## src/rtl/apb_master.sv

```systemverilog
// apb_master: turns single-beat command-port requests into APB transfers
// across two slave selects, aborting an ACCESS phase that waits too long.
// Ports: pclk/preset clock and async active-low reset; req_* command in
// (valid/ready); rsp_* registered response; psel1/psel2/penable/pwrite/
// paddr/pwdata APB request out; pready1/2 and prdata1/2 slave returns in.
module apb_master #(
    parameter int TIMEOUT = 16
) (
    input  logic       pclk,
    input  logic       preset,
    input  logic       req_valid,
    input  logic       req_write,
    input  logic [8:0] req_addr,
    input  logic [7:0] req_wdata,
    output logic       req_ready,
    output logic       rsp_valid,
    output logic [7:0] rsp_rdata,
    output logic       rsp_err,
    output logic       psel1,
    output logic       psel2,
    output logic       penable,
    output logic       pwrite,
    output logic [7:0] paddr,
    output logic [7:0] pwdata,
    input  logic       pready1,
    input  logic       pready2,
    input  logic [7:0] prdata1,
    input  logic [7:0] prdata2
);

    typedef enum logic [1:0] {
        IDLE,
        SETUP,
        ACCESS
    } state_t;

    localparam logic [7:0] WAIT_MAX = 8'(TIMEOUT - 1);

    state_t     state;
    state_t     state_nxt;
    logic       sel2;
    logic [7:0] wait_cnt;
    logic       ready_sel;
    logic [7:0] rdata_sel;
    logic       done;
    logic       expire;

    // Only the slave we selected is listened to.
    assign ready_sel = sel2 ? pready2 : pready1;
    assign rdata_sel = sel2 ? prdata2 : prdata1;

    always_comb begin
        state_nxt = state;
        req_ready = 1'b0;
        psel1     = 1'b0;
        psel2     = 1'b0;
        penable   = 1'b0;
        done      = 1'b0;
        expire    = 1'b0;
        unique case (state)
            IDLE: begin
                req_ready = 1'b1;
                if (req_valid) state_nxt = SETUP;
            end
            SETUP: begin
                psel1     = ~sel2;
                psel2     = sel2;
                state_nxt = ACCESS;
            end
            ACCESS: begin
                psel1   = ~sel2;
                psel2   = sel2;
                penable = 1'b1;
                // A late pready on the last allowed cycle still wins.
                if (ready_sel) begin
                    done      = 1'b1;
                    state_nxt = IDLE;
                end else if (wait_cnt == WAIT_MAX) begin
                    expire    = 1'b1;
                    state_nxt = IDLE;
                end
            end
            default: state_nxt = IDLE;
        endcase
    end

    always_ff @(posedge pclk or negedge preset) begin
        if (!preset) begin
            state     <= IDLE;
            sel2      <= 1'b0;
            pwrite    <= 1'b0;
            paddr     <= 8'h00;
            pwdata    <= 8'h00;
            wait_cnt  <= 8'h00;
            rsp_valid <= 1'b0;
            rsp_rdata <= 8'h00;
            rsp_err   <= 1'b0;
        end else begin
            state     <= state_nxt;
            rsp_valid <= done | expire;
            if (req_valid && req_ready) begin
                sel2     <= req_addr[8];
                pwrite   <= req_write;
                paddr    <= req_addr[7:0];
                pwdata   <= req_wdata;
                wait_cnt <= 8'h00;
            end else if (state == ACCESS && !done && !expire) begin
                wait_cnt <= wait_cnt + 8'd1;
            end
            if (done) begin
                rsp_err   <= 1'b0;
                rsp_rdata <= pwrite ? 8'h00 : rdata_sel;
            end else if (expire) begin
                rsp_err   <= 1'b1;
                rsp_rdata <= 8'h00;
            end
        end
    end

endmodule

```

## config.mk

```make
export PLATFORM = sky130hd
export DESIGN_NAME = apb_master
export DESIGN_NICKNAME = d
export VERILOG_FILES = /design/src/rtl/apb_master.sv
export SDC_FILE = /design/constraint.sdc
export NUM_CORES = 1
export LEC_CHECK = 0
export ABC_AREA = 1
export BUFFER_PORTS_ARGS = -buffer_cell sky130_fd_sc_hd__buf_2
export CAP_MARGIN = 10
export CORE_ASPECT_RATIO = 0.9
export CORE_MARGIN = 3
export CORE_UTILIZATION = 25
export CTS_BUF_LIST = sky130_fd_sc_hd__clkbuf_4 sky130_fd_sc_hd__clkbuf_8
export CTS_CLUSTER_DIAMETER = 80
export DETAILED_ROUTE_END_ITERATION = 16
export GPL_ROUTABILITY_DRIVEN = 0
export PLACE_DENSITY = 0.43
export SYNTH_ARGS = -nofsm -noshare
export SYNTH_HDL_FRONTEND = slang
export SYNTH_SLANG_ARGS = --single-unit
```

## constraint.sdc

```tcl
create_clock -name pclk -period 4.15 [get_ports pclk]
set_input_delay 0 -clock pclk [delete_from_list [all_inputs] [get_ports pclk]]
set_output_delay 0 -clock pclk [all_outputs]
set_load 0.05 [all_outputs]
```

==> impl_results.md, run 1 <==
- Worst R2R End: wait_cnt[5]
- Yosys Warn Count: 0
- Highest-count cells in the layout ignoring fill and taps: nand2_1, buf_2, dfrtp_1
- Pin count of the biggest net entering global routing: 39
- Die extent in y: 87.6 um
- Post-CTS Setup Bufs: 0
- Cell internal pwr: 0.00104 W
- Clock root cell: clkbuf_8
- Antenna Violating Nets Remaining: 0
- GR Overflow Total: 0
- Worst VDD drop: between 0.3 and 0.4 mV
- Port bufs: 69
- Max-cap viol count: 0
- Initial Util: 26.0%
- Fin crit share: 46.1%
- WP data required: 4340 ps
- Initial DRT Pass Iterations: 4
- Portion of netlist area occupied by mux cells: 0%
- Worst clock skew: 11.9 ps
- First-pass GRT wire length: 7670 um
- Simple-gate share of the synthesized area: a little under a third
- Vias in the first global route: about 1600
- CTS tree: built
- WS Path Type: register to register
- Core area: roughly 7100 um^2
- Hold path depth: 3
- 1st-iter DRT viols: 59
- Switching power: roughly 0.0011 W
- Residual DRC count: 0
- Commonest non-fill, non-tap cell in the layout: nand2_1
- DR vias: 1699
- Netlist Area Pre-Place: 1850 um^2
- Slack of the critical path: 2240 ps
- Rel. slew slack: a little over two fifths
- Outcome: finished, final reports clean
- Top cells by area, synth: dfrtp_1, nand2_1, nand3_1
- Final setup fails: 0
- Gr usage total: a little under an eighth
- Syn avg cell area: 8.33 um^2
- Combinational Power Share: 53.0%
- Post-Syn Nets: around 270
- PD cells: 808 nW/um^2
- Worst Setup End Kind: register
- I/O pin cnt: 70
- Period minus WS final: 1910 ps
- Final Hold Viols: 0
- Setup slack after placement: 2230 ps
- Bufs on Longest Clock Path: 2
- Initial antenna violation count: 0
- CP Cell Sequence: inv_1 > ha_1 > nand2_1 > buf_4 > inv_1 > nor2_8 > nand2_1 > nand2_1
- Post-synthesis adder-cell area fraction: 3.38%
- Final WL: 4680 um
- Fillers: 765
- Die area: roughly 8500 um^2
- Register share of total power: ~29%
- H-tree levels: 2
- Wire length per cell: ~12 um
- Hold bufs inserted after CTS: 20
- Total CTS buffers: 5
- Worst-path clk slew: approximately 80 ps
- Power share of the clock group: between 10% and 20%
- Layout Nets: ~360
- Critical Path Start Type: register
- Die width: slightly below 100 um
- Min-delay src: prdata1[5]
- Area grow syn2layout: 41.9%
- Slowest-stage cell, CP: inv_1
- Share of cells above drive strength 1: between 30% and 40%
- Yosys cell types: 22
- Cell taking the most area after synthesis: dfrtp_1
- Worst Hold Endpoint: rsp_rdata[5]
- Clk_lat worst skew: 300 ps
- Hold Path Class: input port to register
- Fin cells: 406
- Worst-Margin Slew: 861 ps
- Multi-input gate area: 807 um^2
- Via density: 4.18
- Reg2Reg Depth: 8
- FF+latch count, synth: 38
- CP max stage delay: 580 ps
- Register area: 951 um^2
- Final setup TNS: 0 ps
- Crit-path most repeated cell: nand2_1
- Leak Pwr: 1.41 nW
- Row cnt: 29
- Synth Area in XOR/XNOR: 0.947%
- Area fraction in compound gates after synthesis: about 7.5%
- Final Max Tran Viols: 0
- Post-Synthesis Cells: about 220
- R2R Setup Slk: 2240 ps
- Largest fanout on the critical path: 25
- Ant diodes: 0
- Fmax: 523 MHz
- Largest family of logic cells by synthesized area: simple AND/OR/NAND/NOR gates
- Clk sinks: 38
- Core Util, Final: 36.9%
- Hpwl dp: 3240 um
- Placed Cells: 378
- Power, Total: 0.00212 W
- Sequential fraction of the synthesis area: 51.4%
- RSZ-0062 raised after global routing: no
- Sw frac: 51.1%
- Share of the synthesized area in the top cell type: 51.4%
- Post-cts resize count: 0
- CP arrival: ~2100 ps
- Worst reg2reg startpoint: state[0]
## worst max path at each step
stage	slack, ps	startpoint	to
2_1_floorplan	2350	state[0]	pwrite
3_3_place_gp	2240	state[0]	wait_cnt[7]
3_5_place_dp	2230	state[0]	wait_cnt[4]
4_1_cts	2220	state[0]	wait_cnt[4]
5_1_grt	2030	state[0]	wait_cnt[4]
6_report	2240	state[0]	wait_cnt[5]
## cell families (layout without fill, tap and decap cells)
logic type,count (synthesis),after routing
adder cells (fa/ha/maj),5,5
XOR/XNOR,2,2
AND/OR/NAND/NOR,132,132
flip-flops,38,38
buffers and inverters,23,114
AO/OA/AOI/OAI,22,22
## cells in the mapped netlist
master,count
o21ai_0,8
nand2_2,2
nor2_8,1
inv_2,2
nor2_1,7
buf_2,4
dfrtp_1,38
nand3_1,19
o21ai_1,3
ha_1,5
or2_2,8
o21bai_1,1
a21oi_1,1
inv_1,13
o211ai_1,8
xor2_1,2
clkinv_1,1
clkbuf_1,3
nor2_4,2
nand4_1,5
nand2_1,88
a21boi_2,1
## stage by stage
step,hold slack (ps),cell area (um^2)
floorplan,-296,1850
global placement,183,2290
detailed placement,170,2290
CTS,9.07,2630
global route,9.94,2630
finish,18.1,2630
## power groups by stage
stage               Sequential, W  Clock [W]  Combinational [W]
floorplan                 0.00103          0           0.000433
global placement         0.000624          0            0.00112
detailed placement       0.000617          0            0.00112
CTS                      0.000615   0.000394            0.00114
global route             0.000635   0.000413            0.00122
finish                   0.000613   0.000384            0.00112
## registers in the layout, summed over array words and instances (netlist names)
name	flops
paddr	8
pwdata	8
rsp_rdata	8
wait_cnt	8
state	2
pwrite	1
rsp_err	1
rsp_valid	1
sel2	1
## layout make-up
class / instances / area share [%]
clock inverter: 3 / 2.62
multi-input combinational: 161 / 30.7
clock buffer: 5 / 2.62
tap: 93 / 4.43
inverter: 16 / 2.29
timing repair buffer: 90 / 21.1
sequential: 38 / 36.2
## critical path, delay by kind of cell, from the launching register on
kind          cells  cell delay, ps
simple gates      4             310
flops             1             400
buf+inv           3             900
fa+ha+maj         1             190
## layer usage
layer | global-route usage (%) | routed length [um] | vias to the layer above | share of wire [%]
li1 | - | - | 888 | -
met1 | 14.6 | 2190 | 767 | 47
met2 | 17.7 | 2160 | 38 | 46
met3 | 3.74 | 257 | 6 | 5.5
met4 | 4.21 | 69 | 0 | 1.5
met5 | 0 | 0 | - | 0
No activity file was read; power rests on OpenSTA's default activity.
==> inputs of run 2 (changes only) <==
--- a/config.mk
+++ b/config.mk
@@ -15,7 +15,7 @@
 export CTS_CLUSTER_DIAMETER = 80
 export DETAILED_ROUTE_END_ITERATION = 16
 export GPL_ROUTABILITY_DRIVEN = 0
-export PLACE_DENSITY = 0.43
+export PLACE_DENSITY = 0.45
 export SYNTH_ARGS = -nofsm -noshare
 export SYNTH_HDL_FRONTEND = slang
 export SYNTH_SLANG_ARGS = --single-unit
==> constraint.sdc (replaced) <==
create_clock -name pclk -period 1.6 [get_ports pclk]
set_input_delay 0 -clock pclk [delete_from_list [all_inputs] [get_ports pclk]]
set_output_delay 0 -clock pclk [all_outputs]
set_load 0.05 [all_outputs]
==> run 2 against run 1 <==
Against the previous run:
- register-to-register slack worse by 2100 ps
- cell area up 2.4%
- core utilization up 0.88 points
- die area unchanged
- first-iteration DRC count increased by 1.7%
- critical endpoint is now psel1
- largest power group unchanged
==> impl_results.md, run 2 (synthesis gave the netlist of run 1 again) <==
- First-pass GRT wire length: 8030 um (was 7670 um)
- Clock root cell: clkbuf_8 (unchanged)
- PD cells: 2040 nW/um^2 (was 808 nW/um^2)
- Final setup fails: 0 (unchanged)
- Share of cells above drive strength 1: 32.6% (was 30.0%)
- Core Util, Final: 37.8% (was 36.9%)
- WS Path Type: register to output pin (was register to register)
- Gr usage total: 11.7% (was 11.3%)
- Area grow syn2layout: 45.3% (was 41.9%)
- Antenna Violating Nets Remaining: 0 (unchanged)
- WP data required: 1600 ps (was 4340 ps)
- Total CTS buffers: 5 (unchanged)
- CP max stage delay: 410 ps (was 580 ps)
- Pin count of the biggest net entering global routing: 39 (unchanged)
- Fin crit share: between 90 and 100%
- Final Hold Viols: 0 (unchanged)
- Clk_lat worst skew: 290 ps (was 300 ps)
- Crit-path most repeated cell: inv_1 (was nand2_1)
- Slowest-stage cell, CP: dfrtp_1 (was inv_1)
- H-tree levels: 2 (unchanged)
- Vias in the first global route: 1735 (was 1587)
- Row cnt: 29 (unchanged)
- Fmax: a little under 700 MHz
- Port bufs: 69 (unchanged)
- Layout Nets: 363 (was 356)
- Worst Hold Endpoint: rsp_rdata[7] (was rsp_rdata[5])
- Rel. slew slack: 67.2% (was 42.6%)
- CTS tree: built (unchanged)
- Clk sinks: 38 (unchanged)
- CP Cell Sequence: inv_1 > ha_4 > inv_1 > nor2_1 > buf_2 (was inv_1 > ha_1 > nand2_1 > buf_4 > inv_1 > nor2_8 > nand2_1 > nand2_1)
- Leak Pwr: 1.44 nW (was 1.41 nW)
- GR Overflow Total: 0 (unchanged)
- Worst-path clk slew: 80 ps (about the same)
- Initial Util: 26.0% (unchanged)
- Min-delay src: prdata1[7] (was prdata1[5])
- Worst reg2reg startpoint: wait_cnt[0] (was state[0])
- Bufs on Longest Clock Path: 2 (unchanged)
- RSZ-0062 raised after global routing: no (unchanged)
- Die width: 96.7 um (unchanged)
- Initial antenna violation count: 0 (unchanged)
- Worst-Margin Slew: 491 ps (was 861 ps)
- Final Max Tran Viols: 0 (unchanged)
- Worst Setup End Kind: output pin (was register)
- Largest fanout on the critical path: 3 (was 25)
- CP bufs+invs: 3 (unchanged)
- Outcome: finished, final reports clean (unchanged)
- Critical Path Start Type: register (unchanged)
- I/O pin cnt: 70 (unchanged)
- Via density: 4.20 (was 4.18)
- CP top delay family: buffers and inverters (unchanged)
- Period minus WS final: 1480 ps
- Ant diodes: 0 (unchanged)
- 1st-iter DRT viols: 60 (was 59)
- Worst VDD drop: 0.776 mV (was 0.355 mV)
- Die area: 8470 um^2 (unchanged)
- Core area: 7110 um^2 (unchanged)
- Hpwl dp: 3280 um (was 3240 um)
- Final WL: 4710 um (was 4680 um)
- Initial DRT Pass Iterations: 4 (unchanged)
- Die extent in y: 87.6 um (unchanged)
- Highest-count cells in the layout ignoring fill and taps: nand2_1, buf_2, dfrtp_1 (unchanged)
- Wire length per cell: 11.4 um (was 11.5 um)
- Worst clock skew: 4.01 ps (was 11.9 ps)
- Max-cap viol count: 0 (unchanged)
- Hold path depth: 3 (unchanged)
- CP arrival: 1480 ps (was 2110 ps)
- Worst R2R End: wait_cnt[4] (was wait_cnt[5])
- R2R Setup Slk: 140 ps (was 2240 ps)
- Residual DRC count: 0 (unchanged)
- Reg2Reg Depth: 8 (unchanged)
- Hold Path Class: input port to register (unchanged)
- DR vias: 1729 (was 1699)
- Commonest non-fill, non-tap cell in the layout: nand2_1 (unchanged)
- Final setup TNS: 0 ps (unchanged)
==> run 2: cell types whose count changed in the layout (fill, tap and decap cells not counted), sizes merged <==
| cell | change |
|---|---|
| buf | +8 |
| bufinv | -1 |
| clkbuf | +1 |
| clkinv | -1 |
| dlygate4sd3 | -1 |
==> run 2: worst max path at each step <==
stage | startpoint | endpoint | slack [ps] | depth (start not counted)
after floorplan | state[0] | pwrite | 50 | 6
after global placement | state[0] | wait_cnt[4] | 120 | 7
after detailed placement | state[0] | wait_cnt[4] | 90 | 7
after CTS | wait_cnt[0] | state[0] | 90 | 6
after global routing | state[1] | psel1 | 10 | 5
final | state[1] | psel1 | 120 | 5
==> run 2: routing by layer <==
metal,share of wire [%],vias to the layer above,global-route usage (%),wire (um)
met1,46,789,14.3,2150
met2,49,34,20.4,2310
met4,1.7,0,4.59,82
li1,-,899,-,-
met5,0,-,0,0
met3,3.5,7,2.71,166
==> run 2: cell type report <==
class	count	area (um^2)
Clock buffer	6	82.6
Clock inverter	1	30.0
Fill cell	769	4420
Inverter	16	60.1
Multi-Input combinational cell	161	832
Sequential cell	38	951
Tap cell	93	116
Timing Repair Buffer	97	616
==> run 2: power by group <==
| group | switching, W | leakage, nW | internal (W) | total, W |
|---|---|---|---|---|
| Sequential | 0.000214 | 0.489 | 0.00134 | 0.00156 |
| Combinational | 0.00225 | 0.897 | 0.000826 | 0.00307 |
| Clock | 0.000342 | 0.0573 | 0.000499 | 0.000841 |
==> run 2: timing repair <==
action	in CTS	in global routing
gates resized for setup	0	2
hold buffers	19	0
setup buffers	0	1
endpoints found under the setup margin	0	8
endpoints found under the hold margin	56	0
==> run 2: through the flow <==
stage | std cells | setup WS (ps) | instance area (um^2) | hold WS [ps] | power (W)
2_1_floorplan | 222 | 48.1 | 1870 | -296 | 0.00387
3_3_place_gp | 385 | 117 | 2360 | 96.9 | 0.00461
3_5_place_dp | 385 | 90.0 | 2360 | 93.6 | 0.00462
4_1_cts | 411 | 85.2 | 2670 | 0.331 | 0.00552
5_1_grt | 412 | 12.1 | 2690 | 22.7 | 0.00587
6_report | 412 | 122 | 2690 | 2.82 | 0.00547
==> run 2: worst reg2reg max path, stage by stage, from the launching register on <==
cell and delay [ps]:
dfrtp_1 400, ha_1 190, nand3_1 170, nor2_4 190, nor2_4 60, buf_12 140, nor2_8 130, nand2_1 60
nand2_1 60
==> inputs of run 3 (changes only) <==
--- a/config.mk
+++ b/config.mk
@@ -8,6 +8,8 @@
 export ABC_AREA = 1
 export BUFFER_PORTS_ARGS = -buffer_cell sky130_fd_sc_hd__buf_2
 export CAP_MARGIN = 10
+export CELL_PAD_IN_SITES_DETAIL_PLACEMENT = 0
+export CELL_PAD_IN_SITES_GLOBAL_PLACEMENT = 1
 export CORE_ASPECT_RATIO = 0.9
 export CORE_MARGIN = 3
 export CORE_UTILIZATION = 25
@@ -15,7 +17,7 @@
 export CTS_CLUSTER_DIAMETER = 80
 export DETAILED_ROUTE_END_ITERATION = 16
 export GPL_ROUTABILITY_DRIVEN = 0
-export PLACE_DENSITY = 0.45
+export PLACE_DENSITY = 0.59
 export SYNTH_ARGS = -nofsm -noshare
 export SYNTH_HDL_FRONTEND = slang
 export SYNTH_SLANG_ARGS = --single-unit
==> constraint.sdc (replaced) <==
create_clock -name pclk -period 1.6 [get_ports pclk]
set_input_delay 0.08 -clock pclk [delete_from_list [all_inputs] [get_ports pclk]]
set_output_delay 0.08 -clock pclk [all_outputs]
set_load 0.05 [all_outputs]
==> run 3 against run 2 <==
Against the previous run:
- total power increased by 3.7%
- register-to-register slack hardly changed
- first-iteration DRC count rose by 10%
- worst setup slack got worse by 38 ps
- non-clock buffer count stayed put
- critical endpoint unchanged
- highest routed layer unchanged
==> impl_results.md, run 3 (synthesis gave the netlist of run 1 again) <==
- Share of cells above drive strength 1: 32.8% (was 32.6%)
- Area grow syn2layout: 47.2% (was 45.3%)
- Hold slack: 84.7 ps (was 2.82 ps)
- DR vias: 1764 (was 1729)
- Hpwl dp: 3510 um (was 3280 um)
- Fin crit share: 94.7% (was 92.4%)
- Highest-count cells in the layout ignoring fill and taps: nand2_1, buf_2, dfrtp_1 (unchanged)
- Design Area, Final: 2720 um^2 (was 2690 um^2)
- Vias in the first global route: 1688 (was 1735)
- Met2 wire len: 2330 um (was 2310 um)
- First-pass GRT wire length: 8070 um (was 8030 um)
- Crit path from: state[1] (unchanged)
- CP arrival: 1440 ps (was 1480 ps)
- Clock root cell: clkbuf_8 (unchanged)
- Outcome: finished, final reports clean (unchanged)
- Fillers: 750 (was 769)
- Min-delay src: prdata1[7] (unchanged)
- Worst reg2reg startpoint: wait_cnt[0] (unchanged)
- Commonest non-fill, non-tap cell in the layout: nand2_1 (unchanged)
- Cell internal pwr: 0.00284 W (was 0.00267 W)
- Gr usage total: 11.9% (was 11.7%)
- Slack of the critical path: 84.1 ps (was 122 ps)
- Clk sinks: 38 (unchanged)
- Row cnt: 29 (unchanged)
- Post-CTS Setup Bufs: 0 (unchanged)
- WS Path Type: register to output pin (unchanged)
- Ant diodes: 0 (unchanged)
- Largest fanout on the critical path: 3 (unchanged)
- Layout Nets: 363 (unchanged)
- Combinational Power Share: 54.5% (was 56.2%)
- CTS tree: built (unchanged)
- Worst-Margin Slew: 455 ps (was 491 ps)
- Setup slack after placement: 65.8 ps (was 90.0 ps)
- Initial antenna violation count: 0 (unchanged)
- Final WL: 4870 um (was 4710 um)
- GR Overflow Total: 0 (unchanged)
- Leak Pwr: 1.46 nW (was 1.44 nW)
- Final setup TNS: 0 ps (unchanged)
- Worst-path clk slew: 80 ps (about the same)
- WP data required: 1520 ps (was 1600 ps)
- H-tree levels: 2 (unchanged)
- Worst clock skew: 2.78 ps (was 4.01 ps)
- Reg2Reg Depth: 7 (was 8)
- Final Hold Viols: 0 (unchanged)
- Rel. slew slack: 69.7% (was 67.2%)
- RSZ-0062 raised after global routing: yes (was no)
- Hold Path Class: input port to register (unchanged)
- Register share of total power: 27.6% (was 28.4%)
- Clk_lat worst skew: 290 ps (about the same)
- Initial Util: 26.0% (unchanged)
- PD cells: 2080 nW/um^2 (was 2040 nW/um^2)
- Critical Path Start Type: register (unchanged)
- Core area: 7110 um^2 (unchanged)
- Die extent in y: 87.6 um (unchanged)
- Period minus WS final: 1520 ps (was 1480 ps)
- WL met1: 2200 um (was 2150 um)
- Detail Route met3 WL: 249 um (was 166 um)
- Core Util, Final: 38.3% (was 37.8%)
- Port bufs: 69 (unchanged)
- Power share of the clock group: 17.9% (was 15.4%)
- Fmax: 660 MHz (was 677 MHz)
- 1st-iter DRT viols: 66 (was 60)
- Final setup fails: 0 (unchanged)
- Residual DRC count: 0 (unchanged)
- Worst VDD drop: 0.824 mV (was 0.776 mV)
- Sw frac: 49.9% (was 51.3%)
- Bufs on Longest Clock Path: 2 (unchanged)
- Max-cap viol count: 0 (unchanged)
- Via density: 4.27 (was 4.20)
- I/O pin cnt: 70 (unchanged)
- Placed cell area: 2380 um^2 (was 2360 um^2)
- Switching power: 0.00283 W (was 0.00280 W)
- Uppermost routed layer: met4 (unchanged)
- Initial DRT Pass Iterations: 4 (unchanged)
- Pin count of the biggest net entering global routing: 25 (was 39)
- Antenna Violating Nets Remaining: 0 (unchanged)
- Final Max Tran Viols: 0 (unchanged)
- Total CTS buffers: 5 (unchanged)
- Hold path depth: 3 (unchanged)
- Die area: 8470 um^2 (unchanged)
- Die width: 96.7 um (unchanged)
- Worst Setup End Kind: output pin (unchanged)
- Wire length per cell: 11.8 um (was 11.4 um)
run 3: cell types whose count changed in the layout (fill, tap and decap cells not counted):
cell and change:
clkbuf_4 +1, bufinv_16 +1, buf_4 +1, buf_2 -2, o21ai_0 +1, o21ai_1 -1
run 3: area by class of cell:
type	instances	area, um^2	share of cell area (%)
flip-flops and latches	38	951	34.9
multi-input cells	161	832	30.6
repair buffers	97	621	22.8
well taps	93	116	4.27
clock buffers	6	82.6	3.03
clock inverters	2	60.1	2.21
inverters	16	60.1	2.21
run 3: power groups by stage:
stage | sequential (W) | clock [W] | combinational [W]
after global placement | 0.00158 | 0 | 0.00307
after detailed placement | 0.00157 | 0 | 0.00308
after CTS | 0.00156 | 0.00106 | 0.00312
after global routing | 0.00162 | 0.00110 | 0.00334
after floorplan | 0.00268 | 0 | 0.00119
final | 0.00156 | 0.00102 | 0.00309
run 3: metrics by stage:
step	power (W)	instances
2_1_floorplan	0.00387	222
5_1_grt	0.00605	413
3_3_place_gp	0.00464	386
6_report	0.00567	413
3_5_place_dp	0.00465	386
4_1_cts	0.00574	413
run 3: worst max-delay path, stage by stage (launching register included):
cell      delay, ps
dfrtp_1         410
inv_1           120
ha_4            290
inv_1            30
nor2_1           70
clkbuf_4        230
run 3: what timing repair did:
item                                    CTS  global route
hold endpoints to repair                 36             0
endpoints found under the setup margin    0            18
hold buffers                             19             0
resized for setup                         0             4
run 3: routing by layer:
layer / vias to the layer above / track usage (%)
li1: 902 / -
met1: 808 / 15.1
met2: 46 / 19.4
met3: 8 / 3.26
met4: 0 / 4.46
met5: - / 0
run 3: worst paths after layout:
path / endpoint / slack [ps]
hold / removal: rsp_rdata[7] / 80
min in group asynchronous: paddr[0] / 270
hold reg to reg: pwdata[6] / 480
max in group asynchronous: wait_cnt[5] / 860
setup / recovery: psel1 / 80
setup reg to reg: wait_cnt[4] / 140
